File: src/rtl/tcp_tx_ctrl.sv
// -----------------------------------------------------------------------------
// tcp_tx_ctrl
//
// Control half of the TCP transmit protocol-calculation stage. One scheduler
// request is in flight at a time. For each flow the controller:
//   1. accepts the scheduler request and strobes the datapath to latch it,
//   2. issues four per-flow memory reads (tail pointer, tx state, rx state,
//      flow tuple) and waits for every grant,
//   3. joins the three state responses (consumed together) and independently
//      consumes the tuple response,
//   4. strobes the datapath calculation, then asks the datapath whether a
//      packet is warranted,
//   5. if so, emits the packet descriptor and writes back the tx state,
//   6. returns an update command to the scheduler.
//
// Ports
//   clk, rst                      clock, synchronous active-low reset
//   sched_tx_req_val/rdy          scheduler request handshake
//   *_rd_req_val/rdy              memory read requests (tail, tx, rx, tuple)
//   *_rd_resp_val/rdy             memory read responses
//   next_tx_state_wr_req_val/rdy  tx-state writeback
//   tx_pkt_val/rdy                packet descriptor to the packet builder
//   sched_tx_update_val/rdy       update command back to the scheduler
//   ctrl_datap_store_*            datapath latch strobes
//   datap_ctrl_produce_pkt        datapath decision: send a packet
//
// Optional feature (macro TCP_TX_CTRL_PERF_CNT_EN)
//   Adds perf_pkts_sent, perf_pkts_suppressed and perf_stall_cycles, each
//   CNT_W bits wide, wrapping, cleared by reset.
// -----------------------------------------------------------------------------
module tcp_tx_ctrl #(
    parameter int CNT_W = 32
) (
    input  logic clk,
    input  logic rst,

    input  logic sched_tx_req_val,
    output logic sched_tx_req_rdy,

    output logic tail_ptr_rd_req_val,
    input  logic tail_ptr_rd_req_rdy,
    input  logic tail_ptr_rd_resp_val,
    output logic tail_ptr_rd_resp_rdy,

    output logic curr_tx_state_rd_req_val,
    input  logic curr_tx_state_rd_req_rdy,
    input  logic curr_tx_state_rd_resp_val,
    output logic curr_tx_state_rd_resp_rdy,

    output logic rx_state_rd_req_val,
    input  logic rx_state_rd_req_rdy,
    input  logic rx_state_rd_resp_val,
    output logic rx_state_rd_resp_rdy,

    output logic tuple_rd_req_val,
    input  logic tuple_rd_req_rdy,
    input  logic tuple_rd_resp_val,
    output logic tuple_rd_resp_rdy,

    output logic next_tx_state_wr_req_val,
    input  logic next_tx_state_wr_req_rdy,

    output logic tx_pkt_val,
    input  logic tx_pkt_rdy,

    output logic sched_tx_update_val,
    input  logic sched_tx_update_rdy,

    output logic ctrl_datap_store_flowid,
    output logic ctrl_datap_store_state,
    output logic ctrl_datap_store_tuple,
    output logic ctrl_datap_store_calc,
    input  logic datap_ctrl_produce_pkt
`ifdef TCP_TX_CTRL_PERF_CNT_EN
    ,
    output logic [CNT_W-1:0] perf_pkts_sent,
    output logic [CNT_W-1:0] perf_pkts_suppressed,
    output logic [CNT_W-1:0] perf_stall_cycles
`endif
);

    typedef enum logic [2:0] {
        READY     = 3'd0,
        RD_REQ    = 3'd1,
        RD_RESP   = 3'd2,
        CALC      = 3'd3,
        DECIDE    = 3'd4,
        PKT_OUT   = 3'd5,
        WR_STATE  = 3'd6,
        SCHED_UPD = 3'd7
    } state_t;

    // Read channel bit order: 0 tail ptr, 1 tx state, 2 rx state, 3 tuple.
    state_t     state_r;
    logic       sched_rdy_r;
    logic [3:0] rd_val_r;
    logic [3:0] rd_done_r;
    logic       state_done_r;
    logic       tuple_done_r;
    logic       store_calc_r;
    logic       tx_pkt_val_r;
    logic       wr_val_r;
    logic       upd_val_r;

    logic [3:0] rd_rdy_s;
    logic [3:0] rd_hs_s;
    logic       rd_all_s;
    logic       accept_s;
    logic       in_resp_s;
    logic       state_fire_s;
    logic       tuple_fire_s;
    logic       resp_exit_s;

    // A zero CNT_W would make the perf counters meaningless.
    if (CNT_W < 1) begin : g_cnt_w_guard
    end

    assign rd_rdy_s = {tuple_rd_req_rdy, rx_state_rd_req_rdy,
                       curr_tx_state_rd_req_rdy, tail_ptr_rd_req_rdy};
    assign rd_hs_s  = rd_val_r & rd_rdy_s;
    // A grant seen this cycle counts as done for the exit decision.
    assign rd_all_s = &(rd_done_r | rd_hs_s);

    // Handshake-qualified strobes are gated by rst so nothing fires in reset.
    assign accept_s     = rst & sched_rdy_r & sched_tx_req_val;
    assign in_resp_s    = rst & (state_r == RD_RESP);
    // The three state responses are consumed only as a simultaneous join.
    assign state_fire_s = in_resp_s & ~state_done_r & tail_ptr_rd_resp_val
                        & curr_tx_state_rd_resp_val & rx_state_rd_resp_val;
    assign tuple_fire_s = in_resp_s & ~tuple_done_r & tuple_rd_resp_val;
    assign resp_exit_s  = (state_done_r | state_fire_s) & (tuple_done_r | tuple_fire_s);

    // Flow sequencing FSM with registered handshake outputs.
    always_ff @(posedge clk) begin
        if (!rst) begin
            state_r      <= READY;
            sched_rdy_r  <= 1'b0;
            rd_val_r     <= 4'b0000;
            rd_done_r    <= 4'b0000;
            state_done_r <= 1'b0;
            tuple_done_r <= 1'b0;
            store_calc_r <= 1'b0;
            tx_pkt_val_r <= 1'b0;
            wr_val_r     <= 1'b0;
            upd_val_r    <= 1'b0;
        end else begin
            case (state_r)
                READY: begin
                    if (accept_s) begin
                        sched_rdy_r <= 1'b0;
                        rd_val_r    <= 4'b1111;
                        rd_done_r   <= 4'b0000;
                        state_r     <= RD_REQ;
                    end else begin
                        sched_rdy_r <= 1'b1;
                    end
                end
                RD_REQ: begin
                    // Each request drops the cycle after its own grant.
                    rd_val_r <= rd_val_r & ~rd_rdy_s;
                    if (rd_all_s) begin
                        rd_done_r    <= 4'b0000;
                        state_done_r <= 1'b0;
                        tuple_done_r <= 1'b0;
                        state_r      <= RD_RESP;
                    end else begin
                        rd_done_r <= rd_done_r | rd_hs_s;
                    end
                end
                RD_RESP: begin
                    if (resp_exit_s) begin
                        state_done_r <= 1'b0;
                        tuple_done_r <= 1'b0;
                        store_calc_r <= 1'b1;
                        state_r      <= CALC;
                    end else begin
                        state_done_r <= state_done_r | state_fire_s;
                        tuple_done_r <= tuple_done_r | tuple_fire_s;
                    end
                end
                CALC: begin
                    store_calc_r <= 1'b0;
                    state_r      <= DECIDE;
                end
                DECIDE: begin
                    // No packet means sequence state is unchanged: skip writeback.
                    if (datap_ctrl_produce_pkt) begin
                        tx_pkt_val_r <= 1'b1;
                        state_r      <= PKT_OUT;
                    end else begin
                        upd_val_r <= 1'b1;
                        state_r   <= SCHED_UPD;
                    end
                end
                PKT_OUT: begin
                    if (tx_pkt_rdy) begin
                        tx_pkt_val_r <= 1'b0;
                        wr_val_r     <= 1'b1;
                        state_r      <= WR_STATE;
                    end else begin
                        tx_pkt_val_r <= 1'b1;
                    end
                end
                WR_STATE: begin
                    if (next_tx_state_wr_req_rdy) begin
                        wr_val_r  <= 1'b0;
                        upd_val_r <= 1'b1;
                        state_r   <= SCHED_UPD;
                    end else begin
                        wr_val_r <= 1'b1;
                    end
                end
                SCHED_UPD: begin
                    if (sched_tx_update_rdy) begin
                        upd_val_r   <= 1'b0;
                        sched_rdy_r <= 1'b1;
                        state_r     <= READY;
                    end else begin
                        upd_val_r <= 1'b1;
                    end
                end
                default: begin
                    state_r      <= READY;
                    sched_rdy_r  <= 1'b0;
                    rd_val_r     <= 4'b0000;
                    rd_done_r    <= 4'b0000;
                    state_done_r <= 1'b0;
                    tuple_done_r <= 1'b0;
                    store_calc_r <= 1'b0;
                    tx_pkt_val_r <= 1'b0;
                    wr_val_r     <= 1'b0;
                    upd_val_r    <= 1'b0;
                end
            endcase
        end
    end

    assign sched_tx_req_rdy          = sched_rdy_r;
    assign tail_ptr_rd_req_val       = rd_val_r[0];
    assign curr_tx_state_rd_req_val  = rd_val_r[1];
    assign rx_state_rd_req_val       = rd_val_r[2];
    assign tuple_rd_req_val          = rd_val_r[3];
    assign tail_ptr_rd_resp_rdy      = state_fire_s;
    assign curr_tx_state_rd_resp_rdy = state_fire_s;
    assign rx_state_rd_resp_rdy      = state_fire_s;
    assign tuple_rd_resp_rdy         = tuple_fire_s;
    assign next_tx_state_wr_req_val  = wr_val_r;
    assign tx_pkt_val                = tx_pkt_val_r;
    assign sched_tx_update_val       = upd_val_r;
    assign ctrl_datap_store_flowid   = accept_s;
    assign ctrl_datap_store_state    = state_fire_s;
    assign ctrl_datap_store_tuple    = tuple_fire_s;
    assign ctrl_datap_store_calc     = store_calc_r;

`ifdef TCP_TX_CTRL_PERF_CNT_EN
    localparam logic [CNT_W-1:0] CNT_ONE = {{(CNT_W-1){1'b0}}, 1'b1};

    logic [CNT_W-1:0] sent_r;
    logic [CNT_W-1:0] supp_r;
    logic [CNT_W-1:0] stall_r;
    logic             stall_s;

    // One stall tick per cycle, however many valids are waiting.
    assign stall_s = (|(rd_val_r & ~rd_rdy_s))
                   | (tx_pkt_val_r & ~tx_pkt_rdy)
                   | (wr_val_r & ~next_tx_state_wr_req_rdy)
                   | (upd_val_r & ~sched_tx_update_rdy);

    // Wrapping performance counters.
    always_ff @(posedge clk) begin
        if (!rst) begin
            sent_r  <= {CNT_W{1'b0}};
            supp_r  <= {CNT_W{1'b0}};
            stall_r <= {CNT_W{1'b0}};
        end else begin
            if (tx_pkt_val_r && tx_pkt_rdy) begin
                sent_r <= sent_r + CNT_ONE;
            end else begin
                sent_r <= sent_r;
            end
            if ((state_r == DECIDE) && !datap_ctrl_produce_pkt) begin
                supp_r <= supp_r + CNT_ONE;
            end else begin
                supp_r <= supp_r;
            end
            if (stall_s) begin
                stall_r <= stall_r + CNT_ONE;
            end else begin
                stall_r <= stall_r;
            end
        end
    end

    assign perf_pkts_sent       = sent_r;
    assign perf_pkts_suppressed = supp_r;
    assign perf_stall_cycles    = stall_r;
`endif

endmodule

File: config.mk
export PLATFORM = sky130hd
export DESIGN_NAME = tcp_tx_ctrl
export DESIGN_NICKNAME = d
export VERILOG_FILES = /design/src/rtl/tcp_tx_ctrl.sv
export SDC_FILE = /design/constraint.sdc
export NUM_CORES = 1
export LEC_CHECK = 0
export ABC_AREA = 1
export BUFFER_PORTS_ARGS = -buffer_cell sky130_fd_sc_hd__buf_4
export CAP_MARGIN = 5
export CORE_UTILIZATION = 50
export CTS_CLUSTER_SIZE = 16
export DETAILED_ROUTE_END_ITERATION = 6
export HOLD_SLACK_MARGIN = 0.15
export PLACE_DENSITY = 0.85
export SLEW_MARGIN = 25
export SYNTH_ARGS = -nofsm -noshare
export SYNTH_HDL_FRONTEND = slang
export SYNTH_SLANG_ARGS = --single-unit
File: constraint.sdc
create_clock -name clk -period 2.1 [get_ports clk]
set_clock_uncertainty 0.05 [all_clocks]
set_input_delay 0.21 -clock clk [delete_from_list [all_inputs] [get_ports clk]]
set_output_delay 0.21 -clock clk [all_outputs]
set_load 0.01 [all_outputs]
==> metrics.cfg <==
[clock_tree]
postCtsHoldBufs = 0
htree_levels = 1
tritoncts = built
clock_tree.buffer_depth = 2
post_cts.resized_instances = 0
path_clk_slew_ps = 110
post_cts.repair.setup_buffers = 0
cts_made_buffers = 3
clock_latency_ps = 290
cts_sinks = 18
clock-root-buffer = clkbuf_4

[placed_design]
dp_hpwl_mm = 1.70
numPortBuffers = 30
gpl.final_weighted_congestion = 0.859
dpl-instance-area_um2 = 1240

[die]
placement_rows = 16
core-area_um2 = 1980
die-height_um = 48.1
io-pin-count = 31
die_w_um = 48.1
die_area_um2 = 2320
initial_core_utilization_pct = 53.7

[drt]
post_drt_via_cell_ratio = 4.93
drt_iter0_drc = 24
drtAntennaViolNets = 0
routed-via-count = 972
drtPass1Iterations = 4
postRouteWirelength_mm = 2.16
detail_route.wl_per_cell_um = 11.0
drc_errors = 0

[timing]
final.min_clock_period_ps = 1790
final_min_period_over_clock_period_pct = 85.1
worst_slew_pin_slew_ps = 521
final-hold-violation-count = 0
timing_max_transition_violations_final = 0
report.final.setup_viol = 0
maxClockFrequency_ghz = 0.559
slew_headroom_pct = 65.2
tns_ps = 0
unrepaired_setup_endpoints_after_global_routing = no

[grt]
antenna_found_initial = 0
grt_usage_pct = 20.4
grt_start_max_net_pins = 13
grt_overflow = 0
first_global_vias = 825
grt_pass1_wl_mm = 3.35

[layout]
syn_to_final_growth_pct = 20.2
share_of_final_layout_standard_cells_stronger_than_drive_strength_1_pct = 35.3
num-nets-final = 186
mostFrequentLayoutCells = 30 x buf_4, 29 x nand2_1, 18 x dfxtp_1
antenna_fix_cells = 0
layout_commonest_cell = buf_4
stdcell_area_um2 = 1280

[run_status]
outcome = complete, no violations

[setup_path]
cp_data_required_time_ps = 1840
timing.critical_path.cells = inv_4 -> nand3_1 -> nor2_2 -> nand2_1 -> inv_1 -> buf_4
worst_setup_path_start_kind = flop
crit_path_dat_ps = 1530
critical-path-max-stage-delay_ps = 660
critPathMaxFanout = 9
cpMaxStageDelayCell = dfxtp_1
criticalPathCategory = reg -> out
critical_path.endpoint_type = primary output

[pwr]
power-per-cell-area_nw_per_um2 = 886
report.power.total_mw = 1.13
p_leak_nw = 0.579
vdd.ir_drop.worst_uv = 562

[logic_synthesis]
syn_area_um2 = 1060
synth-warning-count = 0
synth-seq-area-share_pct = 33.8
post_synth_inst_count = 145
post_synth.cell_area_avg_um2 = 7.34
synth_cell_types = 26
syn_nets = 160
postSynthRegisterBits = 18

[run]
max-cap-violations = 0

[min_path]
hold_path.class = in -> reg

## registers in the layout, summed over array words and instances (netlist names)
name and flops:
ctrl_datap_store_calc 1, next_tx_state_wr_req_val 1, rd_done_r 4, rd_val_r 4, sched_tx_req_rdy 1, sched_tx_update_val 1, state_done_r 1, state_r 3
tuple_done_r 1, tx_pkt_val 1
## path summary, 6_finish.rpt
path | start | end | slack (ps) | depth (start not counted)
max | state_r[2]$_SDFFE_PN0P_ | ctrl_datap_store_state | 310 | 6
min reg2reg | rd_done_r[0]$_SDFFE_PN0P_ | rd_done_r[0]$_SDFFE_PN0P_ | 440 | 2
min | next_tx_state_wr_req_rdy | next_tx_state_wr_req_val$_SDFFE_PN0P_ | 160 | 4
max reg2reg | state_r[1]$_SDFFE_PN0P_ | state_r[2]$_SDFFE_PN0P_ | 510 | 6
## cell usage after synthesis
| cell | count | area [um^2] |
|---|---|---|
| nand2_1 | 29 | 109 |
| dfxtp_1 | 18 | 360 |
| nor2_1 | 17 | 63.8 |
| inv_1 | 15 | 56.3 |
| nand3_1 | 10 | 50.1 |
| a21oi_1 | 8 | 40.0 |
| nand2_2 | 5 | 31.3 |
| o21ai_0 | 5 | 25.0 |
| a31o_2 | 4 | 35.0 |
| buf_4 | 4 | 30.0 |
| buf_6 | 4 | 45.0 |
| a22oi_1 | 3 | 22.5 |
| inv_4 | 3 | 18.8 |
| nor2_2 | 3 | 18.8 |
| nor2_4 | 3 | 33.8 |
| inv_2 | 2 | 7.51 |
| nand2_4 | 2 | 22.5 |
| nand3_2 | 2 | 20.0 |
| a311oi_1 | 1 | 8.76 |
| a31oi_1 | 1 | 6.26 |
| buf_2 | 1 | 5.00 |
| nand4_1 | 1 | 6.26 |
| nor2_8 | 1 | 20.0 |
| nor3_1 | 1 | 5.00 |
| nor3_4 | 1 | 16.3 |
| o31ai_1 | 1 | 7.51 |
## metal layers
layer  global-route usage [%]  part of all wire (%)  vias up
li1                         -                     -      511
met1                     26.6                    45      436
met2                     35.7                    50       23
met3                     2.22                   4.4        2
met4                     5.00                  0.42        0
met5                        0                     0        -
## worst max-delay path: cells and delay by family, from the launching register on
family	cells	cell delay, ps
and+or+nand+nor	3	260
DFF	1	660
buffers and inverters	3	310
## metrics by stage
step / cells / setup slack (ps) / util [%] / hold WS [ps]
final: 197 / 313 / 64.6 / 156
after global routing: 197 / 184 / 64.6 / 167
after CTS: 197 / 300 / 64.6 / 157
after detailed placement: 193 / 530 / 62.8 / 420
after global placement: 193 / 542 / 62.8 / 398
after floorplan: 145 / 709 / - / 354
## kinds of logic (layout without fill, tap and decap cells)
| logic type | Yosys count | after routing | share of synthesized area (%) |
|---|---|---|---|
| flip-flops | 18 | 18 | 33.8 |
| buffers and inverters | 29 | 54 | 15.3 |
| AO/OA/AOI/OAI | 23 | 23 | 13.6 |
| AND/OR/NAND/NOR | 75 | 75 | 37.3 |
## cell type report
cell class,instances,area (um^2)
fillers,181,702
multi-input cells,98,542
flip-flops and latches,18,360
repair buffers,30,225
inverters,20,82.6
clock buffers,4,36.3
well taps,27,33.8
## report_power, final
| part | leakage (nW) | total, mW | internal (mW) | switching (mW) |
|---|---|---|---|---|
| logic | 0.412 | 0.461 | 0.193 | 0.268 |
| registers | 0.146 | 0.459 | 0.389 | 0.0695 |
| clock network | 0.0210 | 0.214 | 0.106 | 0.109 |
(Power assumes the default switching activity.)
